**src/rtl/bsr_if.sv**
```systemverilog
// rtl/bsr_if.sv - sample stream and register bus bundle for the bsr receiver
//
// Purpose: groups the modulated sample input, the byte-wide register access
// port and the interrupt line into one bundle.
//   master : drives IN/IN_VALID and register accesses, observes results
//   slave  : the bsr receiver itself
// Signals:
//   IN[7:0], IN_VALID       - received modulated sample stream
//   addr[7:0], Data_in[7:0] - register address and write data
//   wr_en, rd_en            - one-cycle access strobes
//   Data_out[7:0], ready    - registered read data and access-complete pulse
//   BSR_INT                 - interrupt request
interface bsr_if;
  logic [7:0] IN;
  logic       IN_VALID;
  logic [7:0] Data_in;
  logic [7:0] addr;
  logic       wr_en;
  logic       rd_en;
  logic [7:0] Data_out;
  logic       ready;
  logic       BSR_INT;

  modport master (
    output IN, IN_VALID, Data_in, addr, wr_en, rd_en,
    input  Data_out, ready, BSR_INT
  );

  modport slave (
    input  IN, IN_VALID, Data_in, addr, wr_en, rd_en,
    output Data_out, ready, BSR_INT
  );
endinterface

```
**src/rtl/bsr.sv**
```systemverilog
// rtl/bsr.sv - gray-coded two-byte frame receiver with register access port
//
// Purpose: hunts for the SYNC sample, gray-decodes the next two valid samples
// into BSR_DATA_0/BSR_DATA_1 and raises INTFLAG. A mid-frame gap of TIMEOUT
// cycles without a valid sample, or clearing RXENABLE, drops the partial frame.
// Ports:
//   SYS_CLK - system clock, rising edge
//   RST_N   - asynchronous active-low reset
//   bus     - bsr_if.slave: sample stream, register access, BSR_INT
// Registers: 0x00 BSR_CONTROL {3'b0, OVERRUN, STATUS, INTFLAG, INTMSK, RXENABLE}
//            0x01 BSR_DATA_0 (RO), 0x02 BSR_DATA_1 (RO), others read 0.
module bsr #(
  parameter logic [7:0] SYNC    = 8'hA5,
  parameter int         TIMEOUT = 16
) (
  input  logic  SYS_CLK,
  input  logic  RST_N,
  bsr_if.slave  bus
);

  localparam int CW = $clog2(TIMEOUT + 1);

  typedef enum logic [1:0] {HUNT, BYTE0, BYTE1} state_t;

  state_t        state;
  logic [CW-1:0] idle_cnt;
  logic [7:0]    shadow;
  logic [7:0]    data0;
  logic [7:0]    data1;
  logic          rxenable;
  logic          intmsk;
  logic          intflag;
  logic          overrun;

  logic [7:0]    decoded;
  logic [7:0]    rd_data;
  logic          wr_ctrl;
  logic          w1c_flag;
  logic          w1c_ovr;
  logic          frame_done;
  logic          idle_hit;
  logic          unused_bits;

  function automatic logic [7:0] gray_decode(input logic [7:0] g);
    logic [7:0] b;
    b[7] = g[7];
    for (int i = 6; i >= 0; i--) begin
      b[i] = b[i+1] ^ g[i];
    end
    return b;
  endfunction

  assign decoded     = gray_decode(bus.IN);
  assign wr_ctrl     = bus.wr_en && (bus.addr == 8'h00);
  assign w1c_flag    = wr_ctrl && bus.Data_in[2];
  assign w1c_ovr     = wr_ctrl && bus.Data_in[4];
  assign frame_done  = rxenable && bus.IN_VALID && (state == BYTE1);
  assign idle_hit    = (idle_cnt == CW'(TIMEOUT - 1));
  assign unused_bits = ^{bus.Data_in[7:5], bus.Data_in[3]};

  assign bus.BSR_INT = intmsk & intflag;

  // Read data is taken from pre-edge state, so a same-cycle write returns
  // the value before that write.
  always_comb begin
    rd_data = 8'h00;
    case (bus.addr)
      8'h00:   rd_data = {3'b000, overrun, (state != HUNT), intflag, intmsk, rxenable};
      8'h01:   rd_data = data0;
      8'h02:   rd_data = data1;
      default: rd_data = 8'h00;
    endcase
  end

  always_ff @(posedge SYS_CLK or negedge RST_N) begin
    if (!RST_N) begin
      state        <= HUNT;
      idle_cnt     <= '0;
      shadow       <= 8'h00;
      data0        <= 8'h00;
      data1        <= 8'h00;
      rxenable     <= 1'b0;
      intmsk       <= 1'b0;
      intflag      <= 1'b0;
      overrun      <= 1'b0;
      bus.Data_out <= 8'h00;
      bus.ready    <= 1'b0;
    end else begin
      // Receive path; a disabled receiver sits in HUNT and ignores IN.
      if (!rxenable) begin
        state    <= HUNT;
        idle_cnt <= '0;
      end else if (state == HUNT) begin
        idle_cnt <= '0;
        if (bus.IN_VALID && (bus.IN == SYNC)) begin
          state <= BYTE0;
        end
      end else if (bus.IN_VALID) begin
        // SYNC inside a frame is ordinary data, no resync.
        idle_cnt <= '0;
        if (state == BYTE0) begin
          shadow <= decoded;
          state  <= BYTE1;
        end else begin
          data0 <= shadow;
          data1 <= decoded;
          state <= HUNT;
        end
      end else if (idle_hit) begin
        idle_cnt <= '0;
        state    <= HUNT;
      end else begin
        idle_cnt <= idle_cnt + 1'b1;
      end

      if (wr_ctrl) begin
        rxenable <= bus.Data_in[0];
        intmsk   <= bus.Data_in[1];
      end

      // Completion beats a coincident W1C; a flag cleared in the same cycle
      // does not count as still pending, so no overrun then.
      if (frame_done) begin
        intflag <= 1'b1;
      end else if (w1c_flag) begin
        intflag <= 1'b0;
      end

      if (frame_done && intflag && !w1c_flag) begin
        overrun <= 1'b1;
      end else if (w1c_ovr) begin
        overrun <= 1'b0;
      end

      bus.ready <= bus.rd_en | bus.wr_en;
      if (bus.rd_en) begin
        bus.Data_out <= rd_data;
      end
    end
  end

endmodule
```
**src/flat_wrapper.sv**
```systemverilog
// flat-port wrapper written by rule: the top's interface ports become plain ports
module bsr_flat 
#(
  parameter logic [7:0] SYNC    = 8'hA5,
  parameter int         TIMEOUT = 16
)
  (SYS_CLK, RST_N, bus_IN, bus_IN_VALID, bus_Data_in, bus_addr, bus_wr_en, bus_rd_en, bus_Data_out, bus_ready, bus_BSR_INT);
  bsr_if bus_i ();
  input  logic SYS_CLK;
  input  logic RST_N;
  input wire logic [$bits(bus_i.IN)-1:0] bus_IN;
  input wire logic [$bits(bus_i.IN_VALID)-1:0] bus_IN_VALID;
  input wire logic [$bits(bus_i.Data_in)-1:0] bus_Data_in;
  input wire logic [$bits(bus_i.addr)-1:0] bus_addr;
  input wire logic [$bits(bus_i.wr_en)-1:0] bus_wr_en;
  input wire logic [$bits(bus_i.rd_en)-1:0] bus_rd_en;
  output wire logic [$bits(bus_i.Data_out)-1:0] bus_Data_out;
  output wire logic [$bits(bus_i.ready)-1:0] bus_ready;
  output wire logic [$bits(bus_i.BSR_INT)-1:0] bus_BSR_INT;
  assign bus_i.IN = bus_IN;
  assign bus_i.IN_VALID = bus_IN_VALID;
  assign bus_i.Data_in = bus_Data_in;
  assign bus_i.addr = bus_addr;
  assign bus_i.wr_en = bus_wr_en;
  assign bus_i.rd_en = bus_rd_en;
  assign bus_Data_out = bus_i.Data_out;
  assign bus_ready = bus_i.ready;
  assign bus_BSR_INT = bus_i.BSR_INT;
  bsr #(.SYNC(SYNC), .TIMEOUT(TIMEOUT)) u_core (.SYS_CLK(SYS_CLK), .RST_N(RST_N), .bus(bus_i));
endmodule
```
**config.mk**
```make
export PLATFORM = sky130hd
export DESIGN_NAME = bsr_flat
export DESIGN_NICKNAME = d
export VERILOG_FILES = /design/src/rtl/bsr_if.sv /design/src/rtl/bsr.sv /design/src/flat_wrapper.sv
export SDC_FILE = /design/constraint.sdc
export NUM_CORES = 1
export LEC_CHECK = 0
export BUFFER_PORTS_ARGS = -buffer_cell sky130_fd_sc_hd__buf_2
export CORE_MARGIN = 4
export CORE_UTILIZATION = 50
export CTS_CLUSTER_DIAMETER = 120
export DETAILED_ROUTE_END_ITERATION = 6
export PLACE_DENSITY = 0.74
export RECOVER_POWER = 50
export REMOVE_ABC_BUFFERS = 1
export SLEW_MARGIN = 20
export SYNTH_ARGS = -nofsm -noshare
export SYNTH_HDL_FRONTEND = slang
export SYNTH_SLANG_ARGS = --single-unit
```
**constraint.sdc**
```tcl
create_clock -name SYS_CLK -period 3.2 [get_ports SYS_CLK]
set_input_delay 0.16 -clock SYS_CLK [delete_from_list [all_inputs] [get_ports SYS_CLK]]
set_output_delay 0.16 -clock SYS_CLK [all_outputs]
set_load 0.05 [all_outputs]
```
# --- Yosys cells after proc, flatten, opt, wreduce, memory -nomap -nowiden ---
# Index checks and enable logic that the tools add are counted.
# Widths: inputs -> output; s select.
classes:
  muxes: 15
  n_addsub: 1
  n_bitwise: 11
  n_eq_ne: 8
  reduce_logical: 17
ops:
  columns: ["op", "count"]
  rows:
  - ["$pmux 8 s3", 1]
  - ["$mux 5", 4]
  - ["$mux 2", 6]
  - ["$eq 8x1->1 const B", 1]
  - ["$eq 8x2->1 const B", 1]
  - ["$eq 8x8->1 const B", 1]
  - ["$logic_and 1x1->1", 8]
  - ["$logic_not 8->1", 1]
  - ["$reduce_and 4->1", 2]
  - ["$xor 1x1->1", 7]
  - ["$reduce_bool 2->1", 3]
  - ["$add 5x1->5 const B", 1]
  - ["$eq 5x4->1 const B", 1]
  - ["$mux 1", 4]
  - ["$ne 4x4->1 const B", 1]
  - ["$ne 3x3->1 const B", 1]
  - ["$eq 2x1->1 const B", 1]
  - ["$eq 2x2->1 const B", 1]
  - ["$logic_not 2->1", 1]
  - ["$not 1->1", 2]
  - ["$reduce_and 2->1", 1]
  - ["$and 1x1->1", 1]
  - ["$logic_not 1->1", 1]
  - ["$or 1x1->1", 1]
totals:
  elab_cells: 63
  in_bits: 29
  reg_bits: 44

# --- Depth between registers and ports, before layout ---
# Gate-level depths: netlist of the first run.
logic_depth:
  ltp_word: 7
  ltp_mapped: 6
  ltp_nobuf: 6

# --- Worst setup path after synthesis of the first run ---
# Ideal clock, no wire load.
synth_path:
  path_type: "input-to-reg"
  start: "in bus_IN[6]"
  end: "reg u_core.shadow[0]"
  path_stages: 6
  setup_slack_ns: 1.617
  required_time_ns: 3.069
  t_arrival_ns: 1.452
  cell_sequence: "inv_1 -> ha_1 -> xor2_2 -> xnor3_1 -> xnor2_1 -> o21ai_0"
synth_via:
  elab_chain_len: 7
synth_rtl:
  columns: ["element", "line", "text"]
  rows:
  - ["start: declaration", "flat_wrapper.sv:11", "input wire logic [$bits(bus_i.IN)-1:0] bus_IN;"]
  - ["$xor 1x1->1 (7 in a row)", "bsr.sv:48", "b[i] = b[i+1] ^ g[i];"]
  - ["end signal: assignment", "bsr.sv:102", "shadow <= decoded;"]
  - ["end: declaration", "bsr.sv:27", "logic [7:0] shadow;"]
# No other way between the ends.
# A chain may end at the register's enable or synchronous reset.

==> results.sh, run 1 <==
export IMPL_share_comb_of_total_power=0.086
export IMPL_synthesized_instance_count=176
export IMPL_setup_violations_final=0
export IMPL_hold_class="in -> reg"
export IMPL_cp_data_arrival_time_ns=1.76
export IMPL_yosysTopAreaCell="dfrtp_1"
export IMPL_rsz_0062_raised_after_global_routing="no"
export IMPL_area_growth_syn_to_layout_pct=14.8
export IMPL_grt_util_all_layers=0.164
export IMPL_postCtsSetupRepairBufs=0
export IMPL_yosysWarnings=0
export IMPL_post_place_ws_ns=1.32
export IMPL_finalHoldWorstSlack_ns=0.0751
export IMPL_max_slew_worst_pin_slew_ns=2.26
export IMPL_antenna_found_initial=0
export IMPL_syn_cell_area_um2=1960
export IMPL_cpPeakStageDelay_ns=1.58
export IMPL_number_of_iterations_in_the_first_detailed_routing_pass=4
export IMPL_numClockSinks=44
export IMPL_final_design_area_no_fill_um2=2250
export IMPL_post_place_cells=251
export IMPL_seq_power_share=0.563
export IMPL_instances_no_fill=259
export IMPL_failing_checks="capacitance limit, slew limit"
export IMPL_worstSkewPairLatency_ns=0.29
export IMPL_cts_resized=0
export IMPL_fin_skew_ns=0.00500
export IMPL_path_class="in -> async"
export IMPL_drcViolationCount=0
export IMPL_n_antenna_cell=0
export IMPL_yosys_top_cells_count="44 x dfrtp_1, 17 x o21ai_0, 15 x nand2_1"
export IMPL_crit_buf_inv=1
export IMPL_dr_first_iter_drc_count=73
export IMPL_ys_top_cells_by_area="dfrtp_1 56%, mux2_2 5.8%, o21ai_0 4.4%"
export IMPL_place_hpwl_um=2670
export IMPL_grt_pass1_wl_um=6470
export IMPL_ctsRootBufferMaster="clkbuf_8"
export IMPL_total_power_mw=0.994
export IMPL_yosys_most_used_dff="dfrtp_1"
export IMPL_fmaxAchievable_mhz=549
export IMPL_ys_async_sr_fraction=1.00
export IMPL_postSynthAreaPerCell_um2=11.1
export IMPL_timing_max_cap_violations=1
export IMPL_power_frac_clock=0.352
export IMPL_fin_crit_ns=1.82
export IMPL_endpoint_kind="asynchronous set/reset pin"
export IMPL_final_max_slew_violation_count=45
export IMPL_leak_nw=1.09
export IMPL_finalCoreUtilization=0.604
export IMPL_h_tree_depth=2
export IMPL_route_detailed_vias_per_inst=5.26
export IMPL_layout_nets=241
export IMPL_io_pins=39
export IMPL_place_gp_congestion=0.775
export IMPL_crit_path_top_delay_cell="clkbuf_1"
export IMPL_timing_critical_path_cells="clkbuf_1"
export IMPL_p_sw_frac=0.229
export IMPL_num_vias=1363
export IMPL_cts_tree="done"
export IMPL_final_hold_violation_count=0
export IMPL_setup_crit_start_kind="primary input"
export IMPL_post_route_period_util=0.569
export IMPL_wl_um=3560
export IMPL_status="complete, but fails checks"
export IMPL_seq_area_frac_synth=0.563
export IMPL_initial_utilization=0.526
export IMPL_first_global_vias=1446
export IMPL_tritoncts_num_buffers=5
export IMPL_netlist_cell_type_count=34
export IMPL_crit_family="buffers and inverters"
export IMPL_worst_ep_required_time_ns=3.14
export IMPL_finalWorstSetupSlack_ns=1.38
export IMPL_placed_cell_area_um2=2160
export IMPL_synth_top_cell_area_share=0.563
export IMPL_floorplan_die_area_um2=4980
export IMPL_grt_max_degree=45
export IMPL_crit_path_max_fanout=44
export IMPL_worst_slew_margin_rel=-0.505
export IMPL_internal_power_mw=0.767
export IMPL_num_rows=22
export IMPL_floorplan_die_width_um=70.5
export IMPL_final_layout_size_suffix_gt1_frac=0.237
export IMPL_tns_ns=0
export IMPL_core_area_um2=3720
export IMPL_switchingPower_mw=0.227
export IMPL_post_cts_clock_slew_at_the_launch_and_capture_registers_of_the_worst_setup_and_hold_paths_ns=0.08
export IMPL_most_common_cell_in_the_synthesized_netlist="dfrtp_1"
export IMPL_globalRouteOverflowTotal=0
export IMPL_worst_ir_drop_vdd_mv=0.287
export IMPL_number_of_routed_nets_with_antenna_violations=0
export IMPL_floorplan_die_height_um=70.5
export IMPL_hold_buffers=0
export IMPL_ys_seq_elements=44
export IMPL_synth_edf_count=0
export IMPL_power_density_nw_per_um2=442
export IMPL_portBuffers=34
export IMPL_max_clock_path_buffers=2
export IMPL_route_detailed_wl_per_inst_um=13.8
-- final timing paths --
check	startpoint	endpoint	slack, ns	depth (start not counted)
max in group SYS_CLK	u_core.rxenable$_DFFE_PN0P_	u_core.overrun$_DFFE_PN0P_	1.41	3
setup / recovery	RST_N	u_core.shadow[7]$_DFFE_PN0P_	1.38	1
min in group asynchronous	RST_N	u_core.intflag$_DFFE_PN0P_	0.53	1
setup reg to reg	u_core.rxenable$_DFFE_PN0P_	u_core.overrun$_DFFE_PN0P_	1.41	3
hold reg to reg	u_core.idle_cnt[0]$_DFF_PN0_	u_core.idle_cnt[0]$_DFF_PN0_	0.48	1
hold / removal	bus_Data_in[1]	u_core.intmsk$_DFFE_PN0P_	0.08	2
-- sequential cells by signal, indices dropped and copies added (netlist names) --
| name | cells |
|---|---|
| u_core.intflag | 1 |
| u_core.state | 2 |
| u_core.rxenable | 1 |
| u_core.bus.Data_out | 8 |
| u_core.overrun | 1 |
| u_core.intmsk | 1 |
| u_core.idle_cnt | 5 |
| u_core.bus.ready | 1 |
| u_core.data1 | 8 |
| u_core.shadow | 8 |
| u_core.data0 | 8 |
-- area by class of cell --
class / instances / area, um^2
Clock inverter: 1 / 7.51
Fill cell: 327 / 1470
Clock buffer: 7 / 86.3
Timing Repair Buffer: 34 / 163
Tap cell: 48 / 60.1
Multi-Input combinational cell: 115 / 791
Inverter: 10 / 37.5
Sequential cell: 44 / 1100
-- power groups by stage --
stage               clock network [mW]  logic (mW)  registers (mW)
global placement                     0      0.0847           0.570
floorplan                            0      0.0420           0.572
global route                     0.383      0.0969           0.559
finish                           0.349      0.0852           0.559
detailed placement                   0      0.0869           0.570
CTS                              0.364      0.0879           0.559
-- logic make-up after synthesis --
logic type,synth area share
flops,0.563
compound gates,0.105
xor+xnor,0.0557
mux,0.0896
simple gates,0.141
buf+inv,0.0326
fa+ha+maj,0.0128
-- layer usage --
layer | global-route usage | wire length, um | share of wire
met2 | 0.261 | 1690 | 0.47
met5 | 0 | 0 | 0
met3 | 0.0597 | 264 | 0.074
met4 | 0.0647 | 59 | 0.017
met1 | 0.205 | 1550 | 0.43
-- cells in the final DEF (no fill, tap or decap), types with 2 or more instances in the layout --
master,count
mux2i_1,4
mux2_1,2
inv_1,10
clkbuf_8,6
nand4_1,3
o21ai_0,17
xnor2_1,4
nand3_1,7
a22o_1,3
nor2b_1,3
ha_1,2
nor3_1,2
xor2_1,4
mux2_2,10
nand2_1,15
o21ai_1,2
clkbuf_1,7
dfrtp_1,44
o22ai_1,5
a21oi_1,7
nor2_1,9
and2_1,3
buf_2,28
Power figures use the tool's default switching activity.
==> inputs of run 2 (changes only) <==
Clock period 3.2 ns to 1.76 ns, I/O delays scaled along.
==> results.sh, run 2 (same netlist as run 1, synthesis figures left out) <==
export IMPL_worst_ir_drop_vdd_mv=0.480
export IMPL_setup_violations_final=0
export IMPL_place_gp_congestion=0.761
export IMPL_timing_critical_path_cells="nor2_1 -> nor3b_1 -> o21ai_0 -> o21ai_0"
export IMPL_wl_um=3820
export IMPL_fin_crit_ns=1.49
export IMPL_crit_start="u_core.state[0]$_DFFE_PN0P_"
export IMPL_timing_max_cap_violations=0
export IMPL_cp_common_cell="o21ai_0"
export IMPL_floorplan_die_width_um=70.5
export IMPL_reg2reg_setup_slack_ns=0.27
export IMPL_h_tree_depth=2
export IMPL_floorplan_die_area_um2=4980
export IMPL_route_detailed_vias_per_inst=5.21
export IMPL_worst_slew_margin_rel=0.314
export IMPL_hold_class="in -> reg"
export IMPL_io_pins=39
export IMPL_area_growth_syn_to_layout_pct=18.0
export IMPL_leak_nw=1.14
export IMPL_tns_ns=0
export IMPL_cts_resized=0
export IMPL_total_power_mw=1.81
export IMPL_globalRouteOverflowTotal=0
export IMPL_final_hold_violation_count=0
export IMPL_status="complete, no violations"
export IMPL_n_fill_cell=322
export IMPL_number_of_routed_nets_with_antenna_violations=0
export IMPL_postCtsSetupRepairBufs=0
export IMPL_endpoint_kind="register"
export IMPL_worst_path_stages=4
export IMPL_layout_commonest_cell="dfrtp_1"
export IMPL_numClockSinks=44
export IMPL_portBuffers=34
export IMPL_num_vias=1392
export IMPL_number_of_iterations_in_the_first_detailed_routing_pass=4
export IMPL_crit_path_top_delay_cell="dfrtp_1"
export IMPL_multiInputGateArea_um2=791
export IMPL_post_cts_clock_slew_at_the_launch_and_capture_registers_of_the_worst_setup_and_hold_paths_ns=0.08
export IMPL_reg2reg_from="u_core.state[0]$_DFFE_PN0P_"
export IMPL_worstSkewPairLatency_ns=0.29
export IMPL_timing_rr_end="u_core.state[1]$_DFFE_PN0P_"
export IMPL_num_rows=22
export IMPL_place_hpwl_um=2980
export IMPL_grt_util_all_layers=0.168
export IMPL_initial_utilization=0.526
export IMPL_n_antenna_cell=0
export IMPL_cts_tree="done"
export IMPL_timing_reg2reg_worst_path_depth=4
export IMPL_drcViolationCount=0
export IMPL_crit_end="u_core.state[1]$_DFFE_PN0P_"
export IMPL_power_density_nw_per_um2=786
export IMPL_grt_max_degree=45
export IMPL_layout_cells_most_common_list="44 x dfrtp_1, 29 x buf_2, 17 x o21ai_0"
export IMPL_first_global_vias=1492
export IMPL_worst_ep_required_time_ns=1.97
export IMPL_cpPeakStageDelay_ns=0.47
export IMPL_hold_buffers=2
export IMPL_rsz_0062_raised_after_global_routing="no"
export IMPL_crit_path_max_fanout=6
export IMPL_core_area_um2=3720
export IMPL_crit_family="compound AO/OA/AOI/OAI gates"
export IMPL_tritoncts_num_buffers=5
export IMPL_floorplan_die_height_um=70.5
export IMPL_post_route_period_util=0.847
export IMPL_max_clock_path_buffers=2
export IMPL_grt_pass1_wl_um=6590
export IMPL_ctsRootBufferMaster="clkbuf_8"
export IMPL_fmaxAchievable_mhz=670
export IMPL_fin_skew_ns=0.00734
export IMPL_final_max_slew_violation_count=0
export IMPL_crit_buf_inv=0
export IMPL_final_layout_size_suffix_gt1_frac=0.265
export IMPL_antenna_found_initial=0
export IMPL_worstHoldStart="bus_Data_in[1]"
export IMPL_route_detailed_wl_per_inst_um=14.3
export IMPL_layout_nets=249
export IMPL_dr_first_iter_drc_count=56
export IMPL_max_slew_worst_pin_slew_ns=1.03
export IMPL_register_area_um2=1100
export IMPL_cp_data_arrival_time_ns=1.70
export IMPL_path_class="reg -> reg"
export IMPL_setup_crit_start_kind="register"
## run 2: cell types whose count changed in the layout (fill, tap and decap cells not counted), sizes merged
cell	change
clkinv	+2
clkbuf	-1
clkinvlp	-1
dlygate4sd3	+2
buf	+6
## run 2: cell type report
type	instances	area share
Timing Repair Buffer	42	0.0981
Sequential cell	44	0.477
Inverter	10	0.0163
Multi-Input combinational cell	115	0.343
Tap cell	48	0.0260
Clock buffer	6	0.0358
Clock inverter	2	0.00434
## run 2: worst min-delay path by stage
stage	slack [ns]	to	depth (start not counted)
2_1_floorplan	-0.21	u_core.bus.Data_out[0]$_DFFE_PN0P_	0
3_3_place_gp	0.08	u_core.bus.ready$_DFF_PN0_	2
3_5_place_dp	0.08	u_core.bus.ready$_DFF_PN0_	2
4_1_cts	0.004	u_core.intmsk$_DFFE_PN0P_	2
5_1_grt	0.009	u_core.intmsk$_DFFE_PN0P_	2
6_report	0.01	u_core.intmsk$_DFFE_PN0P_	2
## run 2: routing by layer
| metal | part of all wire | track usage | vias to the layer above |
|---|---|---|---|
| met2 | 0.50 | 0.293 | 30 |
| met1 | 0.42 | 0.198 | 665 |
| met3 | 0.067 | 0.0511 | 6 |
| met4 | 0.010 | 0.0564 | 0 |
| met5 | 0 | 0 | - |
| li1 | - | - | 691 |
## run 2: metrics by stage
step	std cells	utilization	hold slack, ns	setup slack, ns	instance area, um^2
after global routing	267	0.621	0.00889	0.150	2310
after floorplan	169	-	-0.208	0.239	1930
after detailed placement	257	0.597	0.0822	0.147	2220
final	267	0.621	0.0117	0.268	2310
after CTS	267	0.627	0.00421	0.259	2330
after global placement	257	0.597	0.0753	0.213	2220
## run 2: power breakdown
part | switching, mW | leakage, nW | internal (mW)
Combinational | 0.0930 | 0.474 | 0.0703
Sequential | 0.00321 | 0.611 | 1.01
Clock | 0.322 | 0.0510 | 0.313
Total | 0.418 | 1.14 | 1.40
==> inputs of run 3 (changes only) <==
Clock period 1.76 ns to 1.6 ns, I/O delays scaled along.
==> results.sh, run 3 (same netlist as run 1, synthesis figures left out) <==
export IMPL_status="complete, no violations"
export IMPL_max_clock_path_buffers=2
export IMPL_p_sw_frac=0.215
export IMPL_globalRouteOverflowTotal=0
export IMPL_floorplan_die_area_um2=4980
export IMPL_final_layout_size_suffix_gt1_frac=0.267
export IMPL_timing_max_cap_violations=0
export IMPL_worst_ep_required_time_ns=1.81
export IMPL_place_gp_congestion=0.765
export IMPL_layout_nets=251
export IMPL_postCtsSetupRepairBufs=0
export IMPL_n_fill_cell=299
export IMPL_top_layer="met4"
export IMPL_place_hpwl_um=2980
export IMPL_post_place_cells=258
export IMPL_cts_tree="done"
export IMPL_numClockSinks=44
export IMPL_n_antenna_cell=0
export IMPL_dr_first_iter_drc_count=74
export IMPL_fmaxAchievable_mhz=722
export IMPL_worst_slew_margin_rel=0.294
export IMPL_portBuffers=34
export IMPL_tritoncts_num_buffers=5
export IMPL_grt_util_all_layers=0.171
export IMPL_first_global_vias=1505
export IMPL_antenna_found_initial=0
export IMPL_area_growth_syn_to_layout_pct=20.7
export IMPL_post_route_period_util=0.865
export IMPL_worst_ir_drop_vdd_mv=0.430
export IMPL_core_area_um2=3720
export IMPL_power_density_nw_per_um2=942
export IMPL_tns_ns=0
export IMPL_seq_power_share=0.503
export IMPL_switchingPower_mw=0.479
export IMPL_final_max_slew_violation_count=0
export IMPL_floorplan_die_height_um=70.5
export IMPL_max_slew_worst_pin_slew_ns=1.06
export IMPL_post_cts_clock_slew_at_the_launch_and_capture_registers_of_the_worst_setup_and_hold_paths_ns=0.08
export IMPL_multiInputGateArea_um2=791
export IMPL_h_tree_depth=2
export IMPL_num_vias=1386
export IMPL_power_frac_clock=0.415
export IMPL_leak_nw=1.16
export IMPL_cp_data_arrival_time_ns=1.60
export IMPL_rsz_0062_raised_after_global_routing="no"
export IMPL_setup_crit_start_kind="register"
export IMPL_grt_pass1_wl_um=6710
export IMPL_endpoint_kind="register"
export IMPL_layout_commonest_cell="dfrtp_1"
export IMPL_layout_cells_most_common_list="44 x dfrtp_1, 29 x buf_2, 16 x o21ai_0"
export IMPL_io_pins=39
export IMPL_ctsRootBufferMaster="clkbuf_8"
export IMPL_met3RoutedLength_um=253
export IMPL_fin_skew_ns=0.00697
export IMPL_number_of_iterations_in_the_first_detailed_routing_pass=4
export IMPL_worstSkewPairLatency_ns=0.30
export IMPL_initial_utilization=0.526
export IMPL_crit_path_max_fanout=6
export IMPL_floorplan_die_width_um=70.5
export IMPL_instances_no_fill=269
export IMPL_num_rows=22
export IMPL_final_hold_violation_count=0
export IMPL_path_class="reg -> reg"
export IMPL_share_comb_of_total_power=0.082
export IMPL_finalHoldWorstSlack_ns=0.0394
export IMPL_m1WireLength_um=1720
export IMPL_drcViolationCount=0
export IMPL_number_of_routed_nets_with_antenna_violations=0
export IMPL_route_detailed_wl_per_inst_um=14.8
export IMPL_internal_power_mw=1.74
export IMPL_fin_crit_ns=1.38
export IMPL_grt_max_degree=45
export IMPL_wl_um=3970
export IMPL_route_detailed_vias_per_inst=5.15
export IMPL_register_area_um2=1100
export IMPL_met2_routed_wirelength_um=1960
export IMPL_setup_violations_final=0
export IMPL_total_power_mw=2.22
export IMPL_hold_class="in -> reg"
-- run 3: cell count changes in the layout (fill, tap and decap cells not counted), sizes merged --
cell and change:
clkinv -2, buf +1, bufinv +1, clkbuf +1
dlygate4sd3 +1
-- run 3: power by group through the flow --
stage / combinational [mW] / sequential [mW] / clock, mW
after floorplan: 0.0840 / 1.14 / 0
after global placement: 0.175 / 1.14 / 0
after detailed placement: 0.181 / 1.14 / 0
after CTS: 0.187 / 1.12 / 0.929
after global routing: 0.206 / 1.12 / 0.961
final: 0.183 / 1.12 / 0.922
-- run 3: critical path, cell delays in order (launching register included) --
cell and delay (ns):
dfrtp_1 0.47, nor2_1 0.08, nor3b_1 0.33, o21ai_1 0.21
o21ai_0 0.22
-- run 3: final timing paths --
check / slack [ns] / to / depth (start not counted) / start
hold / removal: 0.04 / u_core.bus.ready$_DFF_PN0_ / 2 / bus_wr_en
hold reg to reg: 0.47 / u_core.idle_cnt[0]$_DFF_PN0_ / 1 / u_core.idle_cnt[0]$_DFF_PN0_
max in group asynchronous: 0.37 / u_core.bus.Data_out[7]$_DFFE_PN0P_ / 3 / RST_N
setup / recovery: 0.22 / u_core.state[1]$_DFFE_PN0P_ / 4 / u_core.state[0]$_DFFE_PN0P_
min in group asynchronous: 0.58 / u_core.bus.Data_out[1]$_DFFE_PN0P_ / 3 / RST_N
setup reg to reg: 0.22 / u_core.state[1]$_DFFE_PN0P_ / 4 / u_core.state[0]$_DFFE_PN0P_
-- run 3: timing repair --
item | 4_1_cts | 5_1_grt
gates resized for setup | 0 | 1
endpoints found under the hold margin | 46 | 0
hold buffers | 3 | 0
endpoints found under the setup margin | 0 | 1
-- run 3: stage by stage --
step	utilization	area (um^2)	worst slack (ns)
6_report	0.635	2360	0.215
5_1_grt	0.635	2360	0.0428
4_1_cts	0.637	2370	0.152
3_5_place_dp	0.595	2210	0.00303
3_3_place_gp	0.595	2210	0.0737
2_1_floorplan	-	1930	0.0870
-- run 3: metal layers --
layer	up-vias	track usage
li1	694	-
met1	651	0.208
met2	37	0.287
met3	4	0.0568
met4	0	0.0564
met5	-	0
-- run 3: cell type report --
| class | count | share of cell area |
|---|---|---|
| Sequential cell | 44 | 0.467 |
| Multi-Input combinational cell | 115 | 0.335 |
| Timing Repair Buffer | 44 | 0.103 |
| Clock buffer | 7 | 0.0408 |
| Tap cell | 48 | 0.0255 |
| Inverter | 10 | 0.0159 |
| Clock inverter | 1 | 0.0127 |
